<file path="src/rtl/div_issue_pkg.sv">
// div_issue_pkg -- shared definitions for the divider issue block.
//   div_state_e          : issue FSM state encodings
//   DIV_START / DIV_STOP : levels of div_start_o toward the divider
//   DIV_TIMEOUT_DEFAULT  : default WAIT-state watchdog limit (cycles)
//   ABORT_CYCLES         : length of the annul window after a cancel
//   stall_needed()       : stall rule shared by the issue block
package div_issue_pkg;

  typedef enum logic [1:0] {
    ST_IDLE  = 2'b00,
    ST_WAIT  = 2'b01,
    ST_DONE  = 2'b10,
    ST_ABORT = 2'b11
  } div_state_e;

  localparam logic DIV_START = 1'b1;
  localparam logic DIV_STOP  = 1'b0;

  localparam int unsigned DIV_TIMEOUT_DEFAULT = 48;
  localparam int unsigned ABORT_CYCLES        = 2;

  // The pipeline must hold while a divide is outstanding, and also in the
  // cycle a new DIV/DIVU is presented (it only issues at the next edge).
  function automatic logic stall_needed(input div_state_e state,
                                        input logic       req,
                                        input logic       flush);
    case (state)
      ST_WAIT:          return 1'b1;
      ST_IDLE, ST_DONE: return req && !flush;
      default:          return 1'b0;
    endcase
  endfunction

endpackage

</file>
<file path="src/rtl/div_watchdog.sv">
// div_watchdog -- WAIT-state cycle counter for the divider issue block.
//   clk, rst : clock, synchronous active-high reset
//   clear    : restart the count (asserted on WAIT entry)
//   enable   : count this cycle (asserted while in WAIT)
//   expired  : this enabled cycle is the LIMIT-th one since clear
module div_watchdog
  import div_issue_pkg::*;
#(
  parameter int unsigned LIMIT = DIV_TIMEOUT_DEFAULT
) (
  input  logic clk,
  input  logic rst,
  input  logic clear,
  input  logic enable,
  output logic expired
);

  localparam int unsigned CW = $clog2(LIMIT + 1);

  logic [CW-1:0] count;

  // count holds the number of enabled cycles already completed, so it
  // equals LIMIT-1 during the LIMIT-th one; it parks there once expired.
  always_ff @(posedge clk) begin
    if (rst || clear) begin
      count <= '0;
    end else if (enable && !expired) begin
      count <= count + CW'(1);
    end
  end

  assign expired = enable && (count == CW'(LIMIT - 1));

endmodule

</file>
<file path="src/rtl/div_issue.sv">
// div_issue -- issues DIV/DIVU from EX to a multi-cycle divider, stalls the
// pipeline until the result returns, and writes it to HI/LO.
//   clk, rst                        : clock, synchronous active-high reset
//   div_req_i, div_signed_i         : EX holds DIV (signed=1) or DIVU
//   op1_i, op2_i                    : dividend, divisor
//   flush_i                         : cancels a pending divide
//   div_result_i, div_ready_i       : divider {remainder, quotient} + valid
//   div_start_o, div_annul_o,
//   div_signed_o                    : divider controls (registered)
//   div_opdata1_o, div_opdata2_o    : latched operands (registered)
//   stallreq_o                      : pipeline stall (combinational)
//   whilo_o, hi_o, lo_o             : one-cycle HI/LO write + data
//   div_err_o                       : one-cycle watchdog abort pulse
// Build option: define DIV_TIMEOUT_EN to enable the WAIT watchdog
// (limit = DIV_TIMEOUT cycles); otherwise div_err_o is tied low.
module div_issue
  import div_issue_pkg::*;
#(
  parameter int unsigned DIV_TIMEOUT = DIV_TIMEOUT_DEFAULT
) (
  input  logic        clk,
  input  logic        rst,
  input  logic        div_req_i,
  input  logic        div_signed_i,
  input  logic [31:0] op1_i,
  input  logic [31:0] op2_i,
  input  logic        flush_i,
  input  logic [63:0] div_result_i,
  input  logic        div_ready_i,
  output logic        div_start_o,
  output logic        div_annul_o,
  output logic        div_signed_o,
  output logic [31:0] div_opdata1_o,
  output logic [31:0] div_opdata2_o,
  output logic        stallreq_o,
  output logic        whilo_o,
  output logic [31:0] hi_o,
  output logic [31:0] lo_o,
  output logic        div_err_o
);

  div_state_e state;
  logic       abort_cnt;
  logic       issue;
  logic       timeout;

  assign issue = div_req_i && !flush_i;

`ifdef DIV_TIMEOUT_EN
  logic wd_clear;
  logic wd_enable;

  assign wd_clear  = (state == ST_IDLE) && issue;
  assign wd_enable = (state == ST_WAIT);

  div_watchdog #(
    .LIMIT(DIV_TIMEOUT)
  ) u_watchdog (
    .clk    (clk),
    .rst    (rst),
    .clear  (wd_clear),
    .enable (wd_enable),
    .expired(timeout)
  );

  // Expiry is detected in the DIV_TIMEOUT-th WAIT cycle; the registered
  // pulse shows alongside the first ABORT cycle. A result arriving in that
  // same cycle, or a flush, takes precedence over the timeout.
  always_ff @(posedge clk) begin
    if (rst) begin
      div_err_o <= 1'b0;
    end else begin
      div_err_o <= (state == ST_WAIT) && timeout && !flush_i && !div_ready_i;
    end
  end
`else
  logic unused_cfg;

  // DIV_TIMEOUT only matters for the watchdog build.
  assign unused_cfg = ^DIV_TIMEOUT;
  assign timeout    = 1'b0;
  assign div_err_o  = 1'b0;
`endif

  always_comb begin
    stallreq_o = stall_needed(state, div_req_i, flush_i);
  end

  always_ff @(posedge clk) begin
    if (rst) begin
      state         <= ST_IDLE;
      abort_cnt     <= 1'b0;
      div_start_o   <= DIV_STOP;
      div_annul_o   <= 1'b0;
      div_signed_o  <= 1'b0;
      div_opdata1_o <= '0;
      div_opdata2_o <= '0;
      whilo_o       <= 1'b0;
      hi_o          <= '0;
      lo_o          <= '0;
    end else begin
      whilo_o <= 1'b0;
      unique case (state)
        ST_IDLE: begin
          if (issue) begin
            div_opdata1_o <= op1_i;
            div_opdata2_o <= op2_i;
            div_signed_o  <= div_signed_i;
            div_start_o   <= DIV_START;
            div_annul_o   <= 1'b0;
            state         <= ST_WAIT;
          end
        end

        ST_WAIT: begin
          // Flush beats a simultaneous result; a result beats the timeout.
          if (flush_i || (timeout && !div_ready_i)) begin
            div_start_o <= DIV_STOP;
            div_annul_o <= 1'b1;
            abort_cnt   <= 1'b0;
            state       <= ST_ABORT;
          end else if (div_ready_i) begin
            hi_o        <= div_result_i[63:32];
            lo_o        <= div_result_i[31:0];
            whilo_o     <= 1'b1;
            div_start_o <= DIV_STOP;
            state       <= ST_DONE;
          end
        end

        // One stopped cycle lets the divider return to free before a new
        // request can issue from IDLE.
        ST_DONE: begin
          div_start_o <= DIV_STOP;
          state       <= ST_IDLE;
        end

        ST_ABORT: begin
          div_start_o <= DIV_STOP;
          if (abort_cnt == 1'(ABORT_CYCLES - 1)) begin
            div_annul_o <= 1'b0;
            state       <= ST_IDLE;
          end else begin
            abort_cnt <= abort_cnt + 1'b1;
          end
        end
      endcase
    end
  end

endmodule

</file>
<file path="config.mk">
export PLATFORM = sky130hd
export DESIGN_NAME = div_issue
export DESIGN_NICKNAME = d
export VERILOG_FILES = /design/src/rtl/div_issue_pkg.sv /design/src/rtl/div_watchdog.sv /design/src/rtl/div_issue.sv
export SDC_FILE = /design/constraint.sdc
export NUM_CORES = 1
export LEC_CHECK = 0
export CAP_MARGIN = 20
export CORE_ASPECT_RATIO = 0.5
export CORE_MARGIN = 5
export CORE_UTILIZATION = 30
export DETAILED_ROUTE_END_ITERATION = 8
export DONT_BUFFER_PORTS = 1
export MAX_ROUTING_LAYER = met4
export PLACE_DENSITY = 0.4
export SYNTH_ARGS = -nofsm -noshare
export SYNTH_HDL_FRONTEND = slang
export SYNTH_SLANG_ARGS = --single-unit
</file>
<file path="constraint.sdc">
create_clock -name clk -period 1.8 [get_ports clk]
set_clock_uncertainty 0.1 [all_clocks]
set_input_delay 0.18 -clock clk [delete_from_list [all_inputs] [get_ports clk]]
set_output_delay 0.18 -clock clk [all_outputs]
set_load 0.01 [all_outputs]
</file>
==> results by stage, run 1 <==
Drt:
- The post-detailed-route count of antenna-violating nets is 0.
- In the routed layout, each cell is associated on average with a via count of between 4 and 5.
- The detailed router finished its first iteration with 144 violations.
- The aggregate routed wire length is 13200 µm.
- In the final routed layout, each cell accounts on average for 16.6 µm.
- The detailed router placed 3744 vias in this run.
- For this run, design rule violations remaining after detail routing come to 0.
- The count of TritonRoute iterations in the first routing pass is 4.

Timing:
- The clock period could shrink to 1.65 ns.
- Setup repair after global routing left no endpoint under its margin.
- The final-report hold violation count is 133.
- The count of pins over their slew limit is 0.
- After layout, the worst path uses 91.5% of the clock period.
- The smallest hold slack is -0.259 ns.
- Based on the critical path, the design can be clocked at up to 607 MHz.
- For the final routed database, the setup TNS stands at 0 ns.
- The worst path meets setup with about 0.15 ns of slack.
- The number of setup violations in the final report is 0.

Global route:
- The total congestion overflow is 0.
- The via count of the first global-routing pass was roughly 3500.
- The initial antenna violation count is 0.
- The total routing usage reported by global routing is ~14%.
- The global-route wire length before repair is 20000 µm.
- Entering global routing, the biggest net connects 136 pins.

Synth:
- Of the total synthesized cell area, the portion taken by full adders, half adders and majority gates is 0%.
- The count of warnings emitted by yosys is 0.
- The number of nets produced by synthesis is around 730.
- The part of the Yosys area used for sequential elements is 56.5%.
- The synthesis-stage register bit count is between 100 and 150.
- In the synthesized netlist, the number of instances is 594.
- The synthesized design contains 0 enable-type register cells.
- Counting instances in the post-synthesis netlist gives the leading cell types as sky130_fd_sc_hd__nand2_1 (261), sky130_fd_sc_hd__dfxtp_1 (135), sky130_fd_sc_hd__a21oi_1 (131).
- Multiplexer cells account for 0% of the synthesized area.
- By area the synthesized netlist is led by sky130_fd_sc_hd__dfxtp_1 (56%), sky130_fd_sc_hd__nand2_1 (20%), sky130_fd_sc_hd__a21oi_1 (14%), sky130_fd_sc_hd__buf_6 (2.4%), sky130_fd_sc_hd__clkbuf_1 (1.6%).
- The synthesized netlist occupies a cell area of about 4800 µm².
- The synthesized design devotes to its leading area cell type 56.5% of total area.
- sky130_fd_sc_hd__nand2_1 is the most common cell in the netlist.
- Of the total synthesized cell area, the portion taken by XOR and XNOR cells is 0%.
- The basic-gate share of the synthesized area counting and, or, nand and nor cells is a little under a quarter.
- Each instance of the synthesized netlist takes up on average 8.06 µm².
- In the synthesized netlist the dominant register cell turns out to be sky130_fd_sc_hd__dfxtp_1.
- The async set or reset register ratio after synthesis is 0%.
- The synthesized netlist devotes 14.7% of its cell area to compound gates.
- The distinct cell type count of the synthesized netlist is 23.
- The cell type contributing the most total cell area after synthesis is sky130_fd_sc_hd__dfxtp_1.
- The combinational family with the most area after synthesis is simple AND/OR/NAND/NOR gates.

Finish:
- The post-route netlist has 7.12% of its cells at a drive strength greater than 1.
- The layout overhead on the synthesized area is 14.9%.
- The number of diodes added for antenna fixing is 0.
- In the final layout, flip-flops and latches occupy 2700 µm².
- The cell area after layout is approximately 5500 µm².
- The filler cell count is 1635.
- In the final layout, the multi-input gates occupy about 1800 µm².
- The number of standard cells in the layout, taps in and fillers out is 794.
- At the end of the flow, the number of nets in the layout was 711.

Run status:
- The flow ran to the end, but the final reports show violations.
- The checks that failed: negative hold slack.

Floorplanning:
- The die extent in y is 99.3 µm.
- The initial cell density of the core is 30.8%.
- The placeable core area is 15500 µm².
- The die area is 18700 µm².
- The standard-cell row count is 32.
- In this run the count of I/O pins placed on the die edge is 268.
- The horizontal die dimension is ~190 µm.

Critical path:
- The critical-path maximum fanout is 8.
- Data arrives at the worst endpoint at 1.89 ns.
- By startpoint and endpoint, the worst setup path is classified as reg -> reg.
- The worst setup path is captured at a flip-flop.
- The launching element type of the critical path is a flip-flop.
- The required time reported for the critical path endpoint is 2.04 ns.

Place:
- The worst slack at placement is 0.238 ns.
- Once detailed placement completed, the half-perimeter wirelength came to 8540 µm.
- The placer congestion estimate is between 0.7 and 0.8.
- Input and output buffers added on the ports amount to 0.
- The placed instances occupy a cell area of 4900 µm².
- The total instance count after detailed placement is 760.

Clock network:
- At the later pin of the worst-skew pair, clock insertion delay measures 0.40 ns.
- The CTS clock-pin slew for the worst setup and hold paths is approximately 0.06 ns.
- TritonCTS created 17 clock buffers.
- The number of sinks on the clock net is 135.
- The maximum clock path buffer count is 2.
- The clock root buffer is sky130_fd_sc_hd__clkbuf_16.
- TritonCTS built the clock tree.
- The count of hold-fix buffers inserted at cts is 2.
- The number of H-tree levels is 4.

Worst hold path:
- The worst hold path class is in -> reg.

Power and ir drop:
- The worst-case IR drop observed on VDD is 0.606 mV.
- Summing internal, switching and leakage power gives 6.90 mW.
- Summed over all cells, the static leakage comes to between 1.5 and 2 nW.
- The total power per unit cell area is ~1300 nW/µm².

Run:
- The count of max-cap constraint violations is 0.
[layout make-up]
cell class | count | area share (%)
flip-flops and latches | 135 | 49.1
inverters | 1 | 0.0682
clock buffers | 23 | 8.51
well taps | 204 | 4.64
multi-input cells | 411 | 33.3
repair buffers | 11 | 2.57
clock inverters | 9 | 1.82
[state kept, by name (all words and copies together), names as in the netlist]
| signal | flops |
|---|---|
| div_opdata1_o | 32 |
| div_opdata2_o | 32 |
| hi_o | 32 |
| lo_o | 32 |
| state | 2 |
| abort_cnt | 1 |
| div_annul_o | 1 |
| div_signed_o | 1 |
| div_start_o | 1 |
| whilo_o | 1 |
[routing by layer]
| metal | vias to the layer above | track usage, % | wire length (µm) |
|---|---|---|---|
| met4 | 0 | 5.82 | 193 |
| met2 | 145 | 21.5 | 6240 |
| met1 | 1704 | 15.9 | 5530 |
| li1 | 1880 | - | - |
| met5 | - | - | 0 |
| met3 | 15 | 5.89 | 1250 |
[through the flow]
| stage | hold slack, ns | utilization (%) |
|---|---|---|
| after global placement | 0.161 | 31.5 |
| after floorplan | 0.216 | - |
| final | -0.259 | 35.4 |
| after detailed placement | 0.164 | 31.5 |
| after global routing | -0.291 | 35.4 |
| after CTS | -0.276 | 35.3 |
[what timing repair did]
| action | 4_1_cts | 5_1_grt |
|---|---|---|
| pin swaps | 0 | 0 |
| hold endpoints to repair | 135 | 133 |
| gates cloned | 0 | 0 |
| setup endpoints to repair | 1 | 1 |
| setup buffers | 0 | 0 |
| resized for setup | 1 | 2 |
[power breakdown]
part	switching (mW)	internal [mW]	total, mW
sequential	0.134	3.10	3.24
clock	1.26	2.10	3.36
combinational	0.177	0.123	0.300
total	1.57	5.33	6.90
[worst max-delay path: stages (launching register included)]
cell,delay [ns]
sky130_fd_sc_hd__dfxtp_1,0.36
sky130_fd_sc_hd__buf_6,0.17
sky130_fd_sc_hd__nor3b_4,0.22
sky130_fd_sc_hd__a21oi_1,0.06
sky130_fd_sc_hd__nor3_1,0.12
sky130_fd_sc_hd__dlygate4sd3_1,0.56
[layout by cell type, fill, tap and decap left out, types with 2 or more instances in the layout]
| cell type | instances |
|---|---|
| sky130_fd_sc_hd__dfxtp_1 | 135 |
| sky130_fd_sc_hd__nand2_1 | 261 |
| sky130_fd_sc_hd__clkbuf_16 | 17 |
| sky130_fd_sc_hd__a2111oi_0 | 2 |
| sky130_fd_sc_hd__o21ai_0 | 2 |
| sky130_fd_sc_hd__nor2_1 | 2 |
| sky130_fd_sc_hd__clkinv_2 | 5 |
| sky130_fd_sc_hd__nor3_1 | 2 |
| sky130_fd_sc_hd__a21oi_1 | 131 |
| sky130_fd_sc_hd__dlygate4sd3_1 | 2 |
| sky130_fd_sc_hd__bufinv_16 | 2 |
| sky130_fd_sc_hd__buf_12 | 4 |
| sky130_fd_sc_hd__clkinvlp_4 | 2 |
| sky130_fd_sc_hd__clkbuf_1 | 4 |
| sky130_fd_sc_hd__clkbuf_8 | 2 |
| sky130_fd_sc_hd__buf_4 | 4 |
[cell families after synthesis]
| kind of cell | Yosys count |
|---|---|
| simple gates | 272 |
| flops | 135 |
| buf+inv | 48 |
| other cells | 1 |
| compound gates | 138 |
[worst paths after layout]
check | startpoint | end | slack, ns | depth (start not counted)
max | state[0] | div_start_o | 0.15 | 5
min | rst | div_opdata1_o[9] | -0.26 | 1
max reg2reg | state[0] | div_start_o | 0.15 | 5
min reg2reg | div_opdata1_o[13] | div_opdata1_o[13] | 0.40 | 2
Note: power is estimated with default switching activity, not from simulation.
==> inputs of run 2 (changes only) <==
--- a/config.mk
+++ b/config.mk
@@ -6,13 +6,15 @@
 export NUM_CORES = 1
 export LEC_CHECK = 0
 export CAP_MARGIN = 20
+export CELL_PAD_IN_SITES_DETAIL_PLACEMENT = 1
+export CELL_PAD_IN_SITES_GLOBAL_PLACEMENT = 1
 export CORE_ASPECT_RATIO = 0.5
 export CORE_MARGIN = 5
 export CORE_UTILIZATION = 30
 export DETAILED_ROUTE_END_ITERATION = 8
 export DONT_BUFFER_PORTS = 1
 export MAX_ROUTING_LAYER = met4
-export PLACE_DENSITY = 0.4
+export PLACE_DENSITY = 0.54
 export SYNTH_ARGS = -nofsm -noshare
 export SYNTH_HDL_FRONTEND = slang
 export SYNTH_SLANG_ARGS = --single-unit
==> results by stage, run 2 (synthesis results as in run 1) <==
Global route:
- Entering global routing, the biggest net connects 136 pins.
- The first global-routing pass estimated 21800 µm of wire.
- In the global route stage, overall resource usage came out at approximately 15%.
- The initial antenna violation count was 0.
- The via count of the first global-routing pass is between 3000 and 4000.
- Summed over all layers, the global routing overflow is 0.

Place:
- OpenSTA, run right after detailed placement, puts the worst setup slack at between 0.15 and 0.2 ns.
- The count of input and output buffers is 0.
- The HPWL after detailed placement is 9600 µm.
- Once placement completed, the tool counted placed cells totaling 760.
- At the end of routability-driven placement, the weighted congestion stood at ~0.71.
- Once placement finished, the instance area stood at between 4000 and 5000 µm².

Timing:
- The number of setup violations in the final report is 0.
- The count of pins over their slew limit is 0.
- The total negative slack is 0 ns.
- The post-route fraction of the period consumed by the critical path is 94.0%.
- Once routing completed, OpenROAD measured the worst setup slack at 0.109 ns.
- Setup repair after global routing left no endpoint under its margin.
- The minimum period implied by the final worst setup slack is roughly 1.7 ns.
- For this run, the top clock speed supported by timing is between 500 and 600 MHz.
- The smallest hold slack is -0.240 ns.
- The final-report hold violation count was 133.

Drt:
- In the final routed layout, each cell accounts on average for between 15 and 20 µm.
- For this run, design rule violations remaining after detail routing come to 0.
- The count of nets left with antenna violations once routing finished came out at 0.
- The routed layout has 3954 vias.
- The detailed router finished its first iteration with 113 violations.
- For this block, the routed nets add up to 14600 µm of wire.
- The ratio of routed vias to standard cells is ~4.8.
- The count of TritonRoute iterations in the first routing pass is 4.

Finish:
- In the layout the commonest cells are sky130_fd_sc_hd__nand2_1 (261), sky130_fd_sc_hd__dfxtp_1 (134), sky130_fd_sc_hd__a21oi_1 (131).
- Summing all multi-input logic gate instances after layout gives 1820 µm².
- The most common cell after layout, fill and taps aside is sky130_fd_sc_hd__nand2_1.
- The sequential cells in the finished layout cover a total of between 2000 and 3000 µm².
- In the final layout, the share of cells above drive strength 1 is 6.87%.
- After the last flow step, the layout net total stands at 747.
- The number of diodes added for antenna fixing is 0.
- The filler cell count is 1806.
- The number of standard cells in the layout, taps in and fillers out is 830.
- The finished cells cover 6020 µm².
- From synthesis to final layout, the design area changed by 25.8%.

Critical path:
- Of all nets on the critical path, the largest fanout is 7.
- The data arrival time of the critical path is 1.94 ns.
- The required time reported for the critical path endpoint is 2.05 ns.
- The delay of the slowest cell on the worst path is 0.56 ns.
- The critical path capture point is div_start_o.
- The critical path buffer and inverter count is 2.
- In this run the number of cells on the critical path is 5.
- The capture point of the worst reg-to-reg path is div_start_o.
- The start point of the critical path is state[0].
- The path depth of the worst reg2reg path is 5.
- The launching element type of the critical path is a flip-flop.
- Walking the worst path, the cells encountered are buf_4 -> nor3b_2 -> a21oi_1 -> nor3_1 -> dlygate4sd3_1.
- STA classifies the critical path endpoint as a flip-flop.
- The category of the critical setup timing path is reg -> reg.
- The slowest stage of the critical path is the sky130_fd_sc_hd__dlygate4sd3_1 cell.
- In this run the register-to-register setup slack is 0.11 ns.
- In this design, the largest share of critical-path delay is due to buffers and inverters.
- The origin of the critical flop-to-flop path is state[0].

Power and ir drop:
- The peak supply drop is 0.656 mV.
- In this run the static leakage power is between 2 and 2.5 nW.
- Dividing total power by cell area gives a power density of 1290 nW/µm².

Clock network:
- The clock tree synthesis step divided the H-tree into 4 levels.
- The CTS tree is done.
- Counting along the longest clock path gives a buffer depth of 2.
- The number of CTS-inserted buffers is 17.
- Clock-pin slew was measured on the worst setup and hold paths at 0.06 ns.
- The clock root buffer is sky130_fd_sc_hd__clkbuf_16.
- The clock latency reported for the late side of the worst-skew pair is ~0.41 ns.
- The clock net in this run drives a total of 135 sinks.

Worst hold path:
- The worst hold path class is in -> reg.

Run:
- Max-cap violations in this run came to 0.

Floorplanning:
- The die extent in y is 99.3 µm.
- The die area is between 15000 and 20000 µm².
- The standard-cell row count is 32.
- For this configuration, the core starts out at a cell density of 30.8%.
- In this run the horizontal extent of the chip is 189 µm.
- The placeable core area is 15500 µm².
- The top-level I/O count is around 270.

Run status:
- The flow ran to the end, but the final reports show violations.
- The final reports fail on negative hold slack.
run 2: final cells by class:
type,count,area share (%)
multi-input cells,411,30.3
clock buffers,24,8.00
inverters,1,0.0624
well taps,204,4.24
clock inverters,8,3.58
repair buffers,47,8.90
flip-flops and latches,135,44.9
run 2: per-layer routing:
| metal | global-route usage [%] | share of wire [%] | wire length [µm] | vias to the layer above |
|---|---|---|---|---|
| met1 | 16.5 | 41 | 5970 | 1863 |
| li1 | - | - | - | 1943 |
| met2 | 24.8 | 49 | 7070 | 138 |
| met4 | 4.70 | 1.1 | 153 | 0 |
| met3 | 6.63 | 9.4 | 1370 | 10 |
| met5 | - | 0 | 0 | - |
run 2: stage by stage:
stage / power [mW] / util [%] / hold WS, ns
4_1_cts: 7.83 / 36.4 / -0.270
3_3_place_gp: 3.62 / 31.8 / 0.164
5_1_grt: 8.08 / 38.7 / -0.275
2_1_floorplan: 3.57 / - / 0.216
3_5_place_dp: 3.63 / 31.8 / 0.166
6_report: 7.76 / 38.7 / -0.240
run 2: how the worst min path moves through the flow:
stage / from / endpoint / cells after the start
5_1_grt: rst / div_opdata1_o[10] / 1
3_3_place_gp: rst / div_opdata1_o[14] / 1
4_1_cts: rst / div_opdata1_o[4] / 1
6_report: rst / div_opdata1_o[14] / 1
2_1_floorplan: op1_i[0] / div_opdata1_o[0] / 2
3_5_place_dp: rst / div_opdata1_o[8] / 1
run 2: power breakdown:
part           internal (mW)  switching [mW]  leakage (nW)
Clock                   2.85            1.29         0.339
Sequential              3.10           0.137          1.10
Combinational          0.182           0.197         0.636
run 2: what timing repair did:
action / CTS / global route
hold buffers: 2 / 36
cloned: 0 / 0
setup endpoints to repair: 1 / 1
pin swaps: 0 / 0
setup buffers: 0 / 0
hold endpoints to repair: 135 / 133
gates resized for setup: 1 / 1
==> inputs of run 3 (changes only) <==
==> constraint.sdc (replaced) <==
create_clock -name clk -period 1.8 [get_ports clk]
set_clock_uncertainty 0.1 [all_clocks]
set_input_delay 0.09 -clock clk [delete_from_list [all_inputs] [get_ports clk]]
set_output_delay 0.09 -clock clk [all_outputs]
set_load 0.01 [all_outputs]
==> results by stage, run 3 (synthesis results as in run 1) <==
Run status:
- The flow ran to the end, but the final reports show violations.
- The checks that failed: negative hold slack.

Critical path:
- STA classifies the critical path endpoint as a flip-flop.
- The critical path capture point is lo_o[15].
- The most critical setup path has its startpoint at state[1].
- The delay of the slowest cell on the worst path is 0.34 ns.
- The category of the critical setup timing path is reg -> reg.
- The launching element type of the critical path is a flip-flop.
- At the worst endpoint, the required time is between 2 and 2.5 ns.
- The critical-path cell with the highest stage delay is sky130_fd_sc_hd__nor4bb_4.
- Along the worst path, the maximum fanout reaches 64.
- Traced cell by cell, the critical path runs through buf_4 -> nor4bb_4 -> buf_12 -> nand2_1 -> a21oi_1.
- The data arrival time of the critical path is approximately 1.8 ns.
- The number of cells on the worst reg-to-reg path is 5.
- The capture point of the worst reg-to-reg path is lo_o[15].
- The reg-to-reg setup timing slack is 0.18 ns.
- The worst register-to-register path begins at state[1].

Clock network:
- The clock root buffer is sky130_fd_sc_hd__clkbuf_16.
- The number of sinks on the clock net is 135.
- The CTS tree is done.
- After clock tree synthesis, the clock-pin slew on the worst setup and hold paths is 0.06 ns.
- The maximum clock path buffer count is 2.
- The number of H-tree levels is 4.
- For the worst-skew pair, the clock arrives at the later sink with an insertion delay of a little over 0.4 ns.
- Buffers inserted to repair hold after CTS numbered 1.
- TritonCTS created 17 clock buffers.
- The post-CTS setup buffer count is 0.

Global route:
- The first global-routing pass estimated around 22000 µm of wire.
- In the global route stage, overall resource usage came out at between 10% and 20%.
- Global routing consumed, on the met1 layer, 16.6% of the routing resources.
- For met2 alone, demand over resource in global routing was between 20% and 30%.
- The total congestion overflow is 0.
- The maximum number of pins on one net before global-route repair is 136.
- The global routing stage identified its most utilized layer as met2.
- The initial antenna violation count is 0.
- The met3 layer usage reported by global route is between 6 and 7%.
- The via count of the first global-routing pass was 3923.

Worst hold path:
- The worst hold path begins at rst.
- The worst hold path class is in -> reg.

Drt:
- In this run the remaining antenna-violating nets after routing total 0.
- The DRC violations left is 0.
- The violation count after the first detailed-routing iteration is 120.
- The first TritonRoute pass finished after 4 iterations.
- For this block, the routed nets add up to 14300 µm of wire.
- The ratio of routed vias to standard cells is about 4.8.
- The via count of the routed design is ~3800.
- After detailed routing, the average wire length per cell comes to 18.0 µm.

Run:
- The count of max-cap constraint violations is 0.

Floorplanning:
- The placeable core area is between 15000 and 20000 µm².
- Measured along the x axis, the die boundary spans 189 µm.
- Pin placement for this block handled 268 I/O pins.
- The floorplan has 32 rows.
- The die covers ~19000 µm².
- For this configuration, the core starts out at a cell density of 30.8%.
- The die is 99.3 µm tall.

Timing:
- The count of pins over their slew limit is 0.
- The minimum period implied by the final worst setup slack is 1.62 ns.
- Setup repair after global routing left no endpoint under its margin.
- Derived from the worst setup path, the maximum achievable clock frequency is 617 MHz.
- The final-report hold violation count is approximately 130.
- On the final layout, the worst hold slack is -0.330 ns.
- The number of setup violations in the final report is 0.
- The final critical path takes up 90.1% of the cycle.
- After routing, the total negative slack on setup checks comes to 0 ns.

Finish:
- The layout overhead on the synthesized area is 18.0%.
- In the layout the commonest cells are sky130_fd_sc_hd__nand2_1 (261), sky130_fd_sc_hd__dfxtp_1 (135), sky130_fd_sc_hd__a21oi_1 (131).
- The number of diodes added for antenna fixing is 0.
- In the final design database the tool counted 710 nets.
- The most common cell after layout, fill and taps aside is sky130_fd_sc_hd__nand2_1.
- The post-route netlist has between 7 and 8% of its cells at a drive strength greater than 1.
- After filler insertion, the fill cell instance count of the layout stands at 1814.

Power and ir drop:
- For this design the ratio of total power to cell area is 1360 nW/µm².
- The static leakage is roughly 1.9 nW.
- VDD sags by at most ~0.66 mV.
- Total power for the finished layout comes to slightly below 8 mW.

Place:
- The count of input and output buffers is 0.
- The final HPWL from detailed placement is 9600 µm.
- At the end of routability-driven placement, the weighted congestion stood at 0.709.
==> run 3: cell count changes in the layout (fill, tap and decap cells not counted) <==
| cell | before | now |
|---|---|---|
| sky130_fd_sc_hd__dlygate4sd3_1 | 38 | 1 |
| sky130_fd_sc_hd__dfxtp_1 | 134 | 135 |
| sky130_fd_sc_hd__dfxtp_2 | 1 | 0 |
==> run 3: timing repair <==
| action | CTS | global route |
|---|---|---|
| hold endpoints to repair | 135 | 134 |
| resized for setup | 0 | 1 |
| setup endpoints to repair | 0 | 1 |
==> run 3: worst min-delay path by stage <==
stage                         to  slack [ns]  cells after the start
2_1_floorplan   div_opdata1_o[0]        0.13                      2
3_3_place_gp   div_opdata1_o[14]        0.07                      1
3_5_place_dp    div_opdata1_o[8]        0.08                      1
4_1_cts         div_opdata1_o[4]       -0.36                      1
5_1_grt        div_opdata1_o[10]       -0.37                      1
6_report       div_opdata1_o[14]       -0.33                      1
==> run 3: report_power, final <==
part	leakage (nW)	total, mW	switching [mW]	internal (mW)
Clock	0.339	4.14	1.28	2.85
Combinational	0.479	0.310	0.183	0.128
Sequential	1.10	3.24	0.137	3.10
==> run 3: cell type report <==
type / instances / area, µm² / share of cell area (%)
Tap cell: 204 / 255 / 4.52
Timing Repair Buffer: 10 / 165 / 2.92
Inverter: 1 / 3.75 / 0.0665
Multi-Input combinational cell: 411 / 1820 / 32.3
Clock inverter: 8 / 215 / 3.81
Clock buffer: 24 / 482 / 8.53
Sequential cell: 135 / 2700 / 47.9
==> run 3: worst max-delay path, delay by kind of cell, from the launching register on <==
| kind | cells | cell delay (ns) |
|---|---|---|
| buffers and inverters | 2 | 0.50 |
| AND/OR/NAND/NOR | 2 | 0.43 |
| flip-flops | 1 | 0.32 |
| AO/OA/AOI/OAI | 1 | 0.15 |
==> run 3: metal layers <==
layer | up-vias | wire length (µm)
met5 | - | 0
met3 | 8 | 1380
met4 | 0 | 126
li1 | 1871 | -
met1 | 1780 | 5880
met2 | 132 | 6900
==> run 3: through the flow <==
stage               area, µm²  setup WS, ns  instances  hold slack, ns  util (%)
finish                   5650         0.179        793          -0.330      36.3
global placement         4930         0.236        760          0.0736      31.8
floorplan                4790         0.360        594           0.126         -
global route             5650        0.0415        793          -0.365      36.3
CTS                      5640        0.0243        793          -0.360      36.3
detailed placement       4930         0.180        760          0.0762      31.8
